--- src/rtl/instr_fetch.sv ---
// instr_fetch: RV32 instruction fetch unit.
// Issues word requests to instruction memory under a credit rule so every
// response has a free prefetch slot. In-order responses are buffered in a
// small registered FIFO, and instructions are handed to decode with their PCs.
// A redirect flushes the FIFO, marks in-flight responses as stale, and restarts
// fetch at the target.
// Optional build macro: FETCH_MISALIGN_TRAP_EN. When it is defined, a
// misaligned redirect target halts fetch and raises fetch_fault until the next
// aligned redirect.
module instr_fetch #(
   parameter logic [31:0] RESET_PC   = 32'h0000_0000,
   parameter int          FIFO_DEPTH = 2
) (
   input  logic        clock,
   input  logic        reset,
   output logic        imem_req_valid,
   input  logic        imem_req_ready,
   output logic [31:0] imem_req_addr,
   input  logic        imem_resp_valid,
   input  logic [31:0] imem_resp_data,
   input  logic        redirect_valid,
   input  logic [31:0] redirect_pc,
   output logic [31:0] instr,
   output logic [31:0] instr_pc,
   output logic        instr_valid,
   input  logic        instr_ready,
   output logic        fetch_fault
);

   localparam int PTR_W  = (FIFO_DEPTH > 1) ? $clog2(FIFO_DEPTH) : 1;
   localparam int CNT_W  = $clog2(FIFO_DEPTH + 1);
   // Stale responses can pile up across back-to-back redirects against a slow
   // memory, so the drop counter gets headroom beyond one FIFO's worth.
   localparam int DROP_W = CNT_W + 4;
   localparam logic [CNT_W:0] DEPTH_V = FIFO_DEPTH[CNT_W:0];

   localparam logic [1:0] S_IDLE = 2'd0;
   localparam logic [1:0] S_RUN  = 2'd1;
`ifdef FETCH_MISALIGN_TRAP_EN
   localparam logic [1:0] S_HALT = 2'd2;
`endif

   logic [1:0]        state, state_nxt;
   logic [31:0]       fetch_pc, head_pc;
   logic [CNT_W-1:0]  inflight, count;
   logic [DROP_W-1:0] drop_cnt;
   logic [PTR_W-1:0]  wr_ptr, rd_ptr;
   logic [31:0]       fifo_mem [FIFO_DEPTH];
   logic [31:0]       target;
   logic              fire, live_resp, push, pop;
   logic [CNT_W:0]    credit_used;

`ifdef FETCH_MISALIGN_TRAP_EN
   logic misalign;
   // The full target is kept so instr_pc can report the faulting address.
   assign target   = redirect_pc;
   assign misalign = |redirect_pc[1:0];
`else
   logic unused_pc_lo;
   // Fetch is word granular; the low target bits carry no information here.
   assign target       = {redirect_pc[31:2], 2'b00};
   assign unused_pc_lo = ^redirect_pc[1:0];
`endif

   // A response belongs to the live stream only once all stale ones are gone.
   assign live_resp   = imem_resp_valid && (drop_cnt == '0);
   assign instr_valid = (count != '0);
   // A redirect cancels both the push and the pop of its own cycle.
   assign push        = live_resp && !redirect_valid;
   assign pop         = instr_valid && instr_ready && !redirect_valid;

   // A slot freed by this cycle's pop is credited right away. The response to
   // a new request arrives one cycle later at the earliest, so the slot is
   // already free by then. This lets single-latency memory stream at full rate.
   assign credit_used    = {1'b0, inflight} + {1'b0, count} - {{CNT_W{1'b0}}, pop};
   assign imem_req_valid = (state == S_RUN) && !redirect_valid && (credit_used < DEPTH_V);
   assign fire           = imem_req_valid && imem_req_ready;
   assign imem_req_addr  = fetch_pc;

   assign instr    = fifo_mem[rd_ptr];
   assign instr_pc = head_pc;

`ifdef FETCH_MISALIGN_TRAP_EN
   assign fetch_fault = (state == S_HALT);
`else
   assign fetch_fault = 1'b0;
`endif

   // Next FSM state: IDLE lasts one cycle, and a redirect picks RUN or HALT.
   always_comb begin
      state_nxt = state;
      if (state == S_IDLE) state_nxt = S_RUN;
      if (redirect_valid) begin
         state_nxt = S_RUN;
`ifdef FETCH_MISALIGN_TRAP_EN
         if (misalign) state_nxt = S_HALT;
`endif
      end
   end

   // FSM state register.
   always_ff @(posedge clock or negedge reset) begin
      if (!reset) state <= S_IDLE;
      else        state <= state_nxt;
   end

   // Fetch PC and head PC: a redirect wins, otherwise advance on fire and pop.
   always_ff @(posedge clock or negedge reset) begin
      if (!reset) begin
         fetch_pc <= {RESET_PC[31:2], 2'b00};
         head_pc  <= RESET_PC;
      end else if (redirect_valid) begin
         fetch_pc <= {target[31:2], 2'b00};
         head_pc  <= target;
      end else begin
         if (fire) fetch_pc <= fetch_pc + 32'd4;
         if (pop)  head_pc  <= head_pc + 32'd4;
      end
   end

   // Outstanding-request bookkeeping. On a redirect, every live request still
   // unanswered at the edge becomes stale. A response seen in the redirect
   // cycle belongs to the old stream.
   always_ff @(posedge clock or negedge reset) begin
      if (!reset) begin
         inflight <= '0;
         drop_cnt <= '0;
      end else if (redirect_valid) begin
         inflight <= '0;
         drop_cnt <= drop_cnt + DROP_W'(inflight) - DROP_W'(imem_resp_valid);
      end else begin
         inflight <= inflight + CNT_W'(fire) - CNT_W'(live_resp);
         if (imem_resp_valid && (drop_cnt != '0)) drop_cnt <= drop_cnt - 1'b1;
      end
   end

   // FIFO pointers and occupancy. A redirect empties the FIFO.
   always_ff @(posedge clock or negedge reset) begin
      if (!reset) begin
         wr_ptr <= '0;
         rd_ptr <= '0;
         count  <= '0;
      end else if (redirect_valid) begin
         wr_ptr <= '0;
         rd_ptr <= '0;
         count  <= '0;
      end else begin
         if (push) wr_ptr <= wr_ptr + 1'b1;
         if (pop)  rd_ptr <= rd_ptr + 1'b1;
         count <= count + CNT_W'(push) - CNT_W'(pop);
      end
   end

   // FIFO storage. It is reset so that instr reads 0 until the first word lands.
   always_ff @(posedge clock or negedge reset) begin
      if (!reset) begin
         for (int i = 0; i < FIFO_DEPTH; i++) fifo_mem[i] <= '0;
      end else if (push) begin
         fifo_mem[wr_ptr] <= imem_resp_data;
      end
   end

endmodule
--- config.mk ---
export PLATFORM = sky130hd
export DESIGN_NAME = instr_fetch
export DESIGN_NICKNAME = d
export VERILOG_FILES = /design/src/rtl/instr_fetch.sv
export SDC_FILE = /design/constraint.sdc
export NUM_CORES = 1
export LEC_CHECK = 0
export ABC_AREA = 1
export CAP_MARGIN = 20
export CELL_PAD_IN_SITES_DETAIL_PLACEMENT = 1
export CELL_PAD_IN_SITES_GLOBAL_PLACEMENT = 1
export CORE_MARGIN = 8
export CORE_UTILIZATION = 37
export CTS_CLUSTER_SIZE = 20
export DETAILED_ROUTE_END_ITERATION = 7
export PLACE_DENSITY = 0.78
export SLEW_MARGIN = 20
export SYNTH_ARGS = -nofsm -noshare
export SYNTH_HDL_FRONTEND = slang
export SYNTH_SLANG_ARGS = --single-unit
--- constraint.sdc ---
create_clock -name clock -period 3.3 [get_ports clock]
set_clock_uncertainty 0.15 [all_clocks]
set_input_delay 0.33 -clock clock [delete_from_list [all_inputs] [get_ports clock]]
set_output_delay 0.33 -clock clock [all_outputs]
set_load 0.02 [all_outputs]
# Yosys cells after proc, flatten, opt, wreduce, memory -nomap -nowiden

Cells that the tools add are included.

Bits of input ports: 70
Bits in registers: 142
Output and inout port bits: 99
Word-level logic and storage cells: 69

Equality and inequality tests: 1
Reductions and logical operators: 19
Muxes and demuxes: 20
$lt $le $gt $ge: 4
Bitwise gates (word level): 2
Add/sub/neg operators: 13

Operators with widths:

| operator                                                                      | count |
|---|---|
| 32-bit two-way mux                                                            | 8 |
| 32-bit by 3-bit adder with 32-bit output (second input constant)              | 2 |
| 64-bit bitwise mux                                                            | 1 |
| 32-bit demux with 1-bit select                                                | 1 |
| 6-bit two-way mux                                                             | 2 |
| 2-bit nonzero test                                                            | 6 |
| 1-bit logical AND                                                             | 9 |
| 2-bit two-way mux                                                             | 4 |
| 6-bit by 2-bit adder with 6-bit output                                        | 1 |
| 6-bit logical NOT                                                             | 1 |
| 6-bit nonzero test                                                            | 1 |
| 6-bit by 1-bit subtractor with 6-bit output                                   | 1 |
| 6-bit by 1-bit subtractor with 6-bit output (second input constant)           | 1 |
| 2-bit by 1-bit adder with 2-bit output                                        | 2 |
| 2-bit >= comparator (second input constant)                                   | 2 |
| 1-bit two-way mux                                                             | 4 |
| 1-bit NOT with 2-bit output                                                   | 2 |
| 2-bit by 1-bit subtractor with 2-bit output                                   | 2 |
| 2-bit by 2-bit adder with 3-bit output                                        | 1 |
| 3-bit by 2-bit less-than comparator with 1-bit output (second input constant) | 1 |
| 3-bit by 1-bit subtractor with 3-bit output                                   | 1 |
| 1-bit adder (second input constant)                                           | 2 |
| 2-bit by 1-bit == test with 1-bit output (second input constant)              | 1 |
| 2-bit logical NOT                                                             | 1 |
| 2 further kinds                                                               | 2 |

# Longest topological paths before layout

Depth in word-level cells: 10
Depth in mapped cells: 17
Gate-level depth less buffers: 16

# Worst setup path before layout

OpenSTA, ideal clock, no wires.

Path kind: input port to flip-flop
Start: in redirect_valid
End: reg inflight[1]
Required time: 3.018 ns
Buffers on the path: 3
Path slack: 0.139 ns
Arrival: 2.879 ns
Library setup time: 0.132 ns
Stages on the path: 16
Path through: buf_2 -> clkbuf_1 -> nor2_1 -> ha_1 -> inv_1 -> nand2_1 -> fa_1 -> nand2_1 -> nor2_1 -> nand3_1 -> clkbuf_1 -> ha_1 -> inv_1 -> ha_1 -> xor2_1 -> nor2_1

Cells in the longest elaborated chain, start to end: 9
Elaborated cells between the ends (all ways): 10
Those cells by class: 3 x add/sub; 1 x order compare; 1 x mux; 5 x reduce/logical

Ends and longest elaborated chain:

| what                                                  | RTL line | RTL |
|---|---|---|
| start, declared                                       | 21       | `input logic redirect_valid,` |
| 1-bit logical NOT                                     | 70, 76   |  |
| 1-bit logical AND                                     | 70       | `assign pop = instr_valid && instr_ready && !redirect_valid;` |
| 3-bit by 1-bit subtractor with 3-bit output           | 75       | `assign credit_used = {1'b0, inflight} + {1'b0, count} - {{CNT_W{1'b0}}, pop};` |
| 3-bit by 2-bit less-than comparator with 1-bit output | 76       | `assign imem_req_valid = (state == S_RUN) && !redirect_valid && (credit_used < DEPTH_V);` |
| 1-bit logical AND                                     | 76       |  |
| 1-bit logical AND                                     | 77       | `assign fire = imem_req_valid && imem_req_ready;` |
| 2-bit by 1-bit adder with 2-bit output                | 132      | `inflight <= inflight + CNT_W'(fire) - CNT_W'(live_resp);` |
| 2-bit by 1-bit subtractor with 2-bit output           | 132      |  |
| 2-bit two-way mux *                                   | 128      | `end else if (redirect_valid) begin` |
| end signal, assigned                                  | 132      |  |
| end, declared                                         | 45       | `logic [CNT_W-1:0] inflight, count;` |

Every way passes the cells marked *; elsewhere a longest branch is shown, timed or not.
A chain may end at the register's enable or synchronous reset.

# Final worst setup path

Start: reg count[1]
End: reg fetch_pc[12], in the netlist imem_req_addr[12]

Cells in the longest elaborated chain, start to end: 8
Elaborated cells between the ends (all ways): 9
Those cells by class: 2 x add/sub; 1 x order compare; 6 x reduce/logical

Ends and longest elaborated chain:

| what                                                                           | RTL line | RTL |
|---|---|---|
| start, declared                                                                | 45       |  |
| start signal, assigned                                                         | 150      | `count <= count + CNT_W'(push) - CNT_W'(pop);` |
| branches (longest 3 deep; another with 2-bit by 2-bit adder with 3-bit output) | -        |  |
| 3-bit by 1-bit subtractor with 3-bit output *                                  | 75       |  |
| 3-bit by 2-bit less-than comparator with 1-bit output *                        | 76       |  |
| 1-bit logical AND *                                                            | 76       |  |
| 1-bit logical AND *                                                            | 77       |  |
| 2-bit nonzero test (no source line) *                                          | -        |  |
| end signal, assigned                                                           | 110      | `fetch_pc <= {RESET_PC[31:2], 2'b00};` |
| end signal, assigned                                                           | 113      | `fetch_pc <= {target[31:2], 2'b00};` |
| end signal, assigned                                                           | 116      | `if (fire) fetch_pc <= fetch_pc + 32'd4;` |
| end, declared                                                                  | 44       | `logic [31:0] fetch_pc, head_pc;` |

Mark *: on every way between the ends.

==> summary.md <==
| Metric | Value |
|---|---|
| Clock sink count | roughly 140 |
| Placed Cells | 1545 |
| Number of detailed-route iterations in the first pass | 5 |
| Die Wd | 164 um |
| Clk buf depth | 2 |
| Seq cells post-synth | 137 |
| MaxCap Viol Count | 0 |
| CP arrival | between 3 and 4 ns |
| Clock transition at path regs | 0.06 ns |
| # IOs | 169 |
| Clk_lat worst skew | ~0.43 ns |
| Worst slew pin tran | just over 0.7 ns |
| Diodes inserted | 0 |
| Antenna violations before repair | 0 |
| Pre-CTS setup slack | -0.0715 ns |
| GRT Util Overall | 0.207 |
| Synth Area in Simple Gates | 0.309 |
| Starting Density | 0.374 |
| Final Critical Period | 3.03 ns |
| Area delta synth->final | 30.5% |
| Clock Tree Root | clkbuf_16 |
| # rows | 54 |
| Worst EP required | 3.45 ns |
| Vias/cell | 5.06 |
| Tot Pwr | between 6 and 7 mW |
| First-pass GRT wire length | approximately 44000 um |
| Cell Count, Final, Fillers Out | 1578 |
| Crit share post-route | 0.917 |
| CTS tree | done |
| CTS Buf Count | 17 |
| Avg Inst Size Synth | 7.16 sq um |
| Worst-path fanout max | 12 |
| Synth unique cells | 39 |
| DRC Markers | 0 |
| Adder-cell share of the synthesized area | 0.0343 |
| Share of cells above drive strength 1 | 0.0709 |
| Kind of critical path | reg -> reg |
| Max_slew headroom | 0.519 |
| Compound-Gate Fraction of Synth Area | 0.123 |
| Final hold violation count | 0 |
| Final core utilization | 0.487 |
| Pwr dens | 612 nW/um^2 |
| Synth Cell Area | 8100 sq um |
| Sequential area share after synthesis | 0.423 |
| Ys Warns | 0 |
| Vias | 7987 |
| Outcome | complete, no violations |
| Post-synth EDFFs | 0 |
| Die Y | ~160 um |
| Most used DFF post-synth | dfrtp_1 |
| Core Region | 21700 sq um |
| Port bufs | 161 |
| Post-synthesis mux area share | 0 |
| DR iter-0 viols | 439 |
| Achievable frequency | roughly 330 MHz |
| Gpl congestion | 0.816 |
| Worst hold path class | in -> async |
| Final WS setup | 0.274 ns |
| Largest family of logic cells by synthesized area | simple AND/OR/NAND/NOR gates |
| Drt wl/cell | 17.1 um |
| HPWL after DPL | 19800 um |
| Async set-or-reset flop fraction in the synthesized netlist | 1.00 |
| WHS | between 0.2 and 0.3 ns |
| Setup crit end kind | register |
| Cells after Synth | around 1100 |
| Final nets | 1376 |
| H-tree Lvls | 4 |
| RSZ-0062 raised after global routing | false |
| Routed wire length | 26900 um |
| VDD IR-drop max | 342 uV |
| Overflow after GRT | 0 |
| Synth Area in XOR/XNOR | 0.0162 |
| # setup viols final | 0 |
| Largest net degree at the start of global routing | 66 |
| Count of pins over their slew limit | 0 |
| Vias in the first global route | 8561 |
| Leakage power | between 5 and 6 nW |
| Critical path startpoint category | register |
| Final ANT Viol Nets | 0 |
| Full die area | 26900 sq um |
==> Yosys cell counts, types with 3 or more instances <==
master,count,share of area
inv_2,3,0.0014
nand4_1,6,0.0046
nand3b_1,3,0.0028
xor2_1,10,0.011
o21bai_1,4,0.0037
buf_2,14,0.0086
a31oi_1,6,0.0046
nand3_2,3,0.0037
o211ai_1,15,0.014
o21ai_1,12,0.0074
buf_4,6,0.0056
nand3_1,86,0.053
nor2_1,100,0.046
buf_6,5,0.0069
inv_1,130,0.060
nor3_1,9,0.0056
nand2_1,386,0.18
clkbuf_1,19,0.0088
o21ai_2,22,0.024
ha_1,19,0.029
dfrtp_1,137,0.42
a21oi_1,43,0.027
nor2_4,4,0.0056
o21ai_0,65,0.040
xnor2_1,5,0.0054
==> final timing paths <==
check,from,end,slack [ns],cells past startpoint
worst min register to register,fifo_mem[44]$_DFFE_PN0P_,fifo_mem[44]$_DFFE_PN0P_,0.33,2
worst max register to register,count[1]$_DFF_PN0_,imem_req_addr[12]$_DFFE_PN0P_,0.27,17
worst max-delay path,count[1]$_DFF_PN0_,imem_req_addr[12]$_DFFE_PN0P_,0.27,17
min in group clock,imem_resp_data[13],fifo_mem[45]$_DFFE_PN0P_,0.32,3
worst min-delay path,reset,instr_pc[22]$_DFFE_PN0N_,0.29,2
max in group asynchronous,reset,fifo_mem[11]$_DFFE_PN0P_,1.89,3
==> through the flow <==
step           cell area, sq um  setup TNS, ns
6_report                  10600              0
5_1_grt                   10600              0
4_1_cts                   10600              0
3_5_place_dp               9980          -1.02
3_3_place_gp               9980              0
2_1_floorplan              8120              0
==> power breakdown <==
group,leakage (nW),total [mW],internal [mW],switching (mW)
logic,3.02,2.30,0.994,1.30
registers,1.74,2.27,1.99,0.278
clock network,0.281,1.91,1.07,0.837
==> registers in the layout, indices dropped and copies added (netlist names) <==
register and count:
fifo_mem 64, imem_req_addr 30, instr_pc 30, drop_cnt 6, count 2, inflight 2
rd_ptr 1, state 1, wr_ptr 1
==> critical path: stages, from the launching register on <==
cell and delay [ns]:
dfrtp_1 0.38, inv_1 0.08, nand2_1 0.09, nand2_1 0.08
nor2_2 0.13, ha_1 0.26, inv_1 0.06, nand2_1 0.06
fa_1 0.49, nand2_1 0.05, nor2_1 0.13, nand3_1 0.17
buf_4 0.23, inv_1 0.08, buf_4 0.19, nand3_1 0.11
nor2_1 0.09, o21ai_0 0.08
==> timing repair <==
item | 4_1_cts | 5_1_grt
endpoints found under the hold margin | 49 | 0
buffers inserted | 0 | 0
resized for setup | 1 | 4
hold buffers | 1 | 0
cloned | 0 | 0
endpoints found under the setup margin | 1 | 18
==> layer usage <==
metal  routed length [um]  global-route usage  part of all wire
met2                13200               0.353              0.49
met3                 1570              0.0441             0.058
met4                  552              0.0715             0.020
met5                    0                   0                 0
met1                11700               0.254              0.43
==> area by class of cell <==
cell class | instances | area (sq um)
Multi-Input combinational cell | 818 | 3940
Inverter | 133 | 499
Timing Repair Buffer | 178 | 1770
Sequential cell | 137 | 3430
Fill cell | 2737 | 11100
Clock inverter | 15 | 158
Tap cell | 280 | 350
Clock buffer | 17 | 425
==> cells by family (layout without fill, tap and decap cells) <==
kind of cell,Yosys count,count (layout)
AO/OA/AOI/OAI,170,170
adder cells (fa/ha/maj),21,21
flip-flops,137,137
XOR/XNOR,15,15
AND/OR/NAND/NOR,606,606
buffers and inverters,180,343
other,2,6
==> layout by cell type (no fill, tap or decap), types with 10 or more instances in the layout <==
master             n
o211ai_1          15
a21oi_1           43
dfrtp_1          137
ha_1              19
nand2_1          385
o21ai_2           22
clkbuf_16         17
nor2_1            99
inv_1            130
clkdlybuf4s50_1  158
nand3_1           86
buf_4             13
o21ai_0           65
xor2_1            10
o21ai_1           12
(Power assumes the default switching activity.)
